`src/rtl/sysid_check_master.sv`:
```
// sysid_check_master: reads the sysid ID and timestamp words over Avalon-MM and checks them.
// Optional read timeout is compiled in when SYSID_CHECK_TIMEOUT_EN is defined.
module sysid_check_master #(
   parameter logic [31:0] EXPECTED_ID        = 32'd0,
   parameter logic [31:0] EXPECTED_TIMESTAMP = 32'd1537628501,
   parameter int unsigned TIMEOUT_CYCLES     = 255
) (
   input  logic        clock,
   input  logic        reset,
   input  logic        start,
   output logic        avm_address,
   output logic        avm_read,
   input  logic [31:0] avm_readdata,
   input  logic        avm_waitrequest,
   output logic        busy,
   output logic        done,
   output logic        pass,
   output logic [1:0]  error_code,
   output logic [31:0] id_value,
   output logic [31:0] timestamp_value
);

   typedef enum logic [2:0] {
      IDLE,
      RD_ID,
      RD_TS,
      COMPARE,
      FINISH
   } state_t;

   state_t r_state;

   logic       w_rd_done;
   logic       w_timeout;
   logic [1:0] w_err;

   assign w_rd_done = avm_read & ~avm_waitrequest;

   assign w_err = (id_value != EXPECTED_ID)               ? 2'd1 :
                  (timestamp_value != EXPECTED_TIMESTAMP) ? 2'd2 :
                                                            2'd0;

`ifdef SYSID_CHECK_TIMEOUT_EN
   logic [15:0] r_to_cnt;

   // Counts consecutive stalled read cycles; any non-stalled cycle restarts it.
   always_ff @(posedge clock) begin
      if (reset || !avm_read || !avm_waitrequest)
         r_to_cnt <= 16'd0;
      else
         r_to_cnt <= r_to_cnt + 16'd1;
   end

   assign w_timeout = avm_read & avm_waitrequest &
                      (r_to_cnt == 16'(TIMEOUT_CYCLES - 1));
`else
   // Without the timeout a stalled read waits forever; a zero budget is illegal.
   assign w_timeout = (TIMEOUT_CYCLES == 0);
`endif

   always_ff @(posedge clock) begin
      if (reset) begin
         r_state         <= IDLE;
         avm_read        <= 1'b0;
         avm_address     <= 1'b0;
         busy            <= 1'b0;
         done            <= 1'b0;
         pass            <= 1'b0;
         error_code      <= 2'd0;
         id_value        <= 32'd0;
         timestamp_value <= 32'd0;
      end else begin
         unique case (r_state)
            IDLE, FINISH: begin
               if (start) begin
                  r_state     <= RD_ID;
                  avm_read    <= 1'b1;
                  avm_address <= 1'b0;
                  busy        <= 1'b1;
                  done        <= 1'b0;
                  pass        <= 1'b0;
                  error_code  <= 2'd0;
               end
            end
            RD_ID, RD_TS: begin
               if (w_timeout) begin
                  r_state     <= FINISH;
                  avm_read    <= 1'b0;
                  avm_address <= 1'b0;
                  busy        <= 1'b0;
                  done        <= 1'b1;
                  pass        <= 1'b0;
                  error_code  <= 2'd3;
               end else if (w_rd_done) begin
                  if (r_state == RD_ID) begin
                     id_value    <= avm_readdata;
                     avm_address <= 1'b1;
                     r_state     <= RD_TS;
                  end else begin
                     timestamp_value <= avm_readdata;
                     avm_read        <= 1'b0;
                     avm_address     <= 1'b0;
                     r_state         <= COMPARE;
                  end
               end
            end
            COMPARE: begin
               r_state    <= FINISH;
               error_code <= w_err;
               pass       <= (w_err == 2'd0);
               busy       <= 1'b0;
               done       <= 1'b1;
            end
            default: r_state <= IDLE;
         endcase
      end
   end

endmodule

```
`config.mk`:
```
export PLATFORM = sky130hd
export DESIGN_NAME = sysid_check_master
export DESIGN_NICKNAME = d
export VERILOG_FILES = /design/src/rtl/sysid_check_master.sv
export SDC_FILE = /design/constraint.sdc
export NUM_CORES = 1
export LEC_CHECK = 0
export CELL_PAD_IN_SITES_DETAIL_PLACEMENT = 0
export CELL_PAD_IN_SITES_GLOBAL_PLACEMENT = 1
export CORE_UTILIZATION = 33
export DETAILED_ROUTE_END_ITERATION = 8
export PLACE_DENSITY_LB_ADDON = 0.12
export SETUP_SLACK_MARGIN = 0.2
export SLEW_MARGIN = 40
export SYNTH_ARGS = -nofsm -noshare
export SYNTH_HDL_FRONTEND = slang
export SYNTH_SLANG_ARGS = --single-unit
```
`constraint.sdc`:
```
create_clock -name clock -period 3.4 [get_ports clock]
set_clock_uncertainty 0.2 [all_clocks]
set_input_delay 0.68 -clock clock [delete_from_list [all_inputs] [get_ports clock]]
set_output_delay 0.68 -clock clock [all_outputs]
set_load 0.02 [all_outputs]
```
==> results.py <==
metrics = {
    "run_status": {
        "status": "complete, no violations",
    },
    "setup_path": {
        "critical_path.top_delay_family": "buffers and inverters",
        "critical_path.max_stage_delay_ns": 0.66,
        "r2r_start": "r_state[0]",
        "cp_slowest_cell": "clkdlybuf4s50_1",
        "worstPathArrival_ns": 1.37,
        "path_cells": "clkdlybuf4s50_1",
        "worstPathMaxFanout": 3,
        "start_kind": "flop",
        "crit_type": "flop to output pin",
        "r2r-end": "id_value[16]",
        "worstPathRequired_ns": 2.52,
        "reg2reg_slack_ns": 1.32,
        "crit_start": "id_value[19]",
        "crit_buf_inv": 1,
        "reg2reg_depth": 4,
        "cp-end-kind": "output pin",
    },
    "routing": {
        "route.detailed.drc": 0,
        "wirelength_um": 8430,
        "drt_iter0_markers": 99,
        "ant_nets": 0,
        "viasPerCell": 4.90,
        "vias": 2766,
        "routedWlPerCell_um": 14.9,
        "first_pass_iters": 4,
    },
    "global_route": {
        "grt_pass1_vias": 2563,
        "antenna_found_initial": 0,
        "busiest_layer": "met2",
        "global_route.usage.met3_pct": 7.09,
        "grtUsageTotal_pct": 19.1,
        "met1_usage_pct": 25.6,
        "grt_max_degree": 48,
        "grtUsageMet2_pct": 28.9,
        "grt_pass1_wl_um": 12900,
        "overflow": 0,
    },
    "pwr": {
        "power.total_mw": 1.80,
        "combPwrFrac_pct": 8.2,
        "leakage_nw": 1.35,
        "p_int_mw": 1.38,
        "power_density_nw_per_um2": 429,
        "p_sw_mw": 0.414,
        "p_sw_share_pct": 23.0,
        "ir_drop_uv": 229,
        "sequentialPowerShare_pct": 49.7,
        "clkPwrFrac_pct": 42.0,
    },
    "timing": {
        "clock.fmax_ghz": 0.445,
        "hold_viol": 0,
        "fin_tns_setup_ns": 0,
        "final_max_slew_viol_count": 0,
        "finalSetupViolCount": 0,
        "max_slew_margin_pct": 56.7,
        "setup_slack_ns": 1.15,
        "tightestPinTransition_ns": 0.650,
        "whs_ns": 0.268,
        "min_period_over_period_pct": 66.1,
        "rsz0062_at_grt": "no",
        "period_minus_slack_ns": 2.25,
    },
    "cts": {
        "cts_buffers": 9,
        "cts_hold_buf": 0,
        "numClockSinks": 74,
        "cts-root-buf": "clkbuf_8",
        "htreeDepth": 3,
        "cts_buffer_depth": 2,
        "cts_setup_buffers": 0,
        "cts-resized-gates": 0,
        "clk_latency_ns": 0.34,
        "path_clk_slew_ns": 0.07,
        "cts_tree": "yes",
    },
    "yosys": {
        "synth_top_cells_by_area": "dfxtp_1 (52%), nand2_1 (17%), a21oi_1 (12%), buf_2 (2.5%), nor4_2 (1.8%)",
        "synth_top_area_cell": "dfxtp_1",
        "yosysTopAreaCellShare_pct": 51.9,
        "yosys_warnings": 0,
        "ys_seq_elements": 74,
        "synth_area_sq_um": 2850,
        "synth_cell_type_count": 30,
        "ys_seq_area_share_pct": 51.9,
        "synthCells": 358,
        "syn_area_per_cell_sq_um": 7.97,
        "synth_nets": 394,
    },
    "finish": {
        "fin_nets": 490,
        "area_growth_pct": 46.8,
        "fillers": 831,
        "drive_gt1_share_pct": 6.54,
        "diodes": 0,
    },
    "placed_design": {
        "port_buffers": 106,
        "dpl.hpwl_um": 5650,
        "globalplace.congestion": 0.742,
        "dpl_worst_slack_ns": 0.817,
    },
    "floorplanning": {
        "io_pins": 107,
        "die_h_um": 95.0,
        "die-area_sq_um": 9020,
        "start_util_pct": 34.4,
        "placementRows": 33,
        "die_w_um": 95.0,
        "core-area_sq_um": 8300,
    },
    "worst_hold_path": {
        "whs_path_depth": 2,
        "hold_start": "timestamp_value[4]",
        "hold_class": "flop to flop",
        "min_to": "timestamp_value[4]",
    },
    "run": {
        "max-cap-violations": 0,
    },
}
[worst register-to-register path, cell delays in order (launching register included)]
cell and delay [ns]:
dfxtp_1 0.66, nand4bb_1 0.25, or2_2 0.59, nand2_1 0.17, a21oi_1 0.07
[kinds of logic after synthesis]
kind of cell | count (synthesis) | share of synthesized area, %
and+or+nand+nor | 174 | 28.7
AOI/OAI and AO/OA | 83 | 15.2
DFF | 74 | 51.9
buffers and inverters | 27 | 4.17
[area by class of cell]
cell class | instances | area, sq um | share of cell area [%]
Clock buffer | 11 | 141 | 3.37
Inverter | 2 | 7.51 | 0.179
Timing Repair Buffer | 110 | 1090 | 26.0
Clock inverter | 5 | 77.6 | 1.85
Multi-Input combinational cell | 257 | 1260 | 30.1
Tap cell | 105 | 131 | 3.14
Sequential cell | 74 | 1480 | 35.4
[how the worst max path moves through the flow]
stage                               end  slack (ns)  cells past startpoint
finish                     id_value[19]        1.15                      1
detailed placement         id_value[16]        0.82                      5
floorplan           timestamp_value[15]        1.44                      6
global placement           id_value[24]        0.84                      5
CTS                        id_value[12]        1.13                      1
global route               id_value[12]        1.09                      1
[per-stage QoR]
step	std cells	cell area, sq um	utilization (%)
2_1_floorplan	358	2850	-
3_3_place_gp	548	3970	47.8
3_5_place_dp	548	3970	47.8
4_1_cts	564	4190	50.5
5_1_grt	564	4190	50.5
6_report	564	4190	50.5
[Yosys cell counts, drive strengths merged]
library cell  number
nor3               3
nor4b              2
o21ai              5
clkbuf            11
a211oi             3
nand3b             1
or4                1
a21o               1
a21oi             71
a22o               1
nor4              10
nand2            133
nor4bb             5
or2                2
or3                1
nand4bb            2
o31ai              1
inv                2
and2b              1
nor2               4
nand4              4
nor3b              1
dfxtp             74
o21a               1
nand2b             4
buf               14
[placed cells by master (no fill, tap or decap), types with 3 or more instances in the layout]
cell and n:
nor4bb_1 5, o21ai_0 4, clkdlybuf4s50_1 105, clkbuf_8 10
nor4_2 4, nor4_1 6, nand2_1 133, buf_4 5
nand2b_1 3, a211oi_1 3, dfxtp_1 74, nor2_1 3
a21oi_1 71, nand4_1 4
[power groups by stage]
stage                     Combinational, mW  Sequential [mW]  Clock (mW)
after floorplan                      0.0543            0.922           0
after global placement                0.148            0.915           0
after detailed placement              0.148            0.915           0
after CTS                             0.149            0.895       0.780
after global routing                  0.160            0.897       0.813
final                                 0.147            0.895       0.756
[metal layers]
layer	vias up	part of all wire (%)	wire, um
li1	1403	-	-
met1	1275	47	3990
met2	82	44	3700
met3	6	7.9	667
met4	0	0.83	70
met5	-	0	0
[sequential cells by signal (all words and copies together), names as in the netlist]
signal / count
pass: 1
avm_address: 1
timestamp_value: 32
r_state: 3
done: 1
id_value: 32
busy: 1
error_code: 2
avm_read: 1
(Power assumes the default switching activity.)
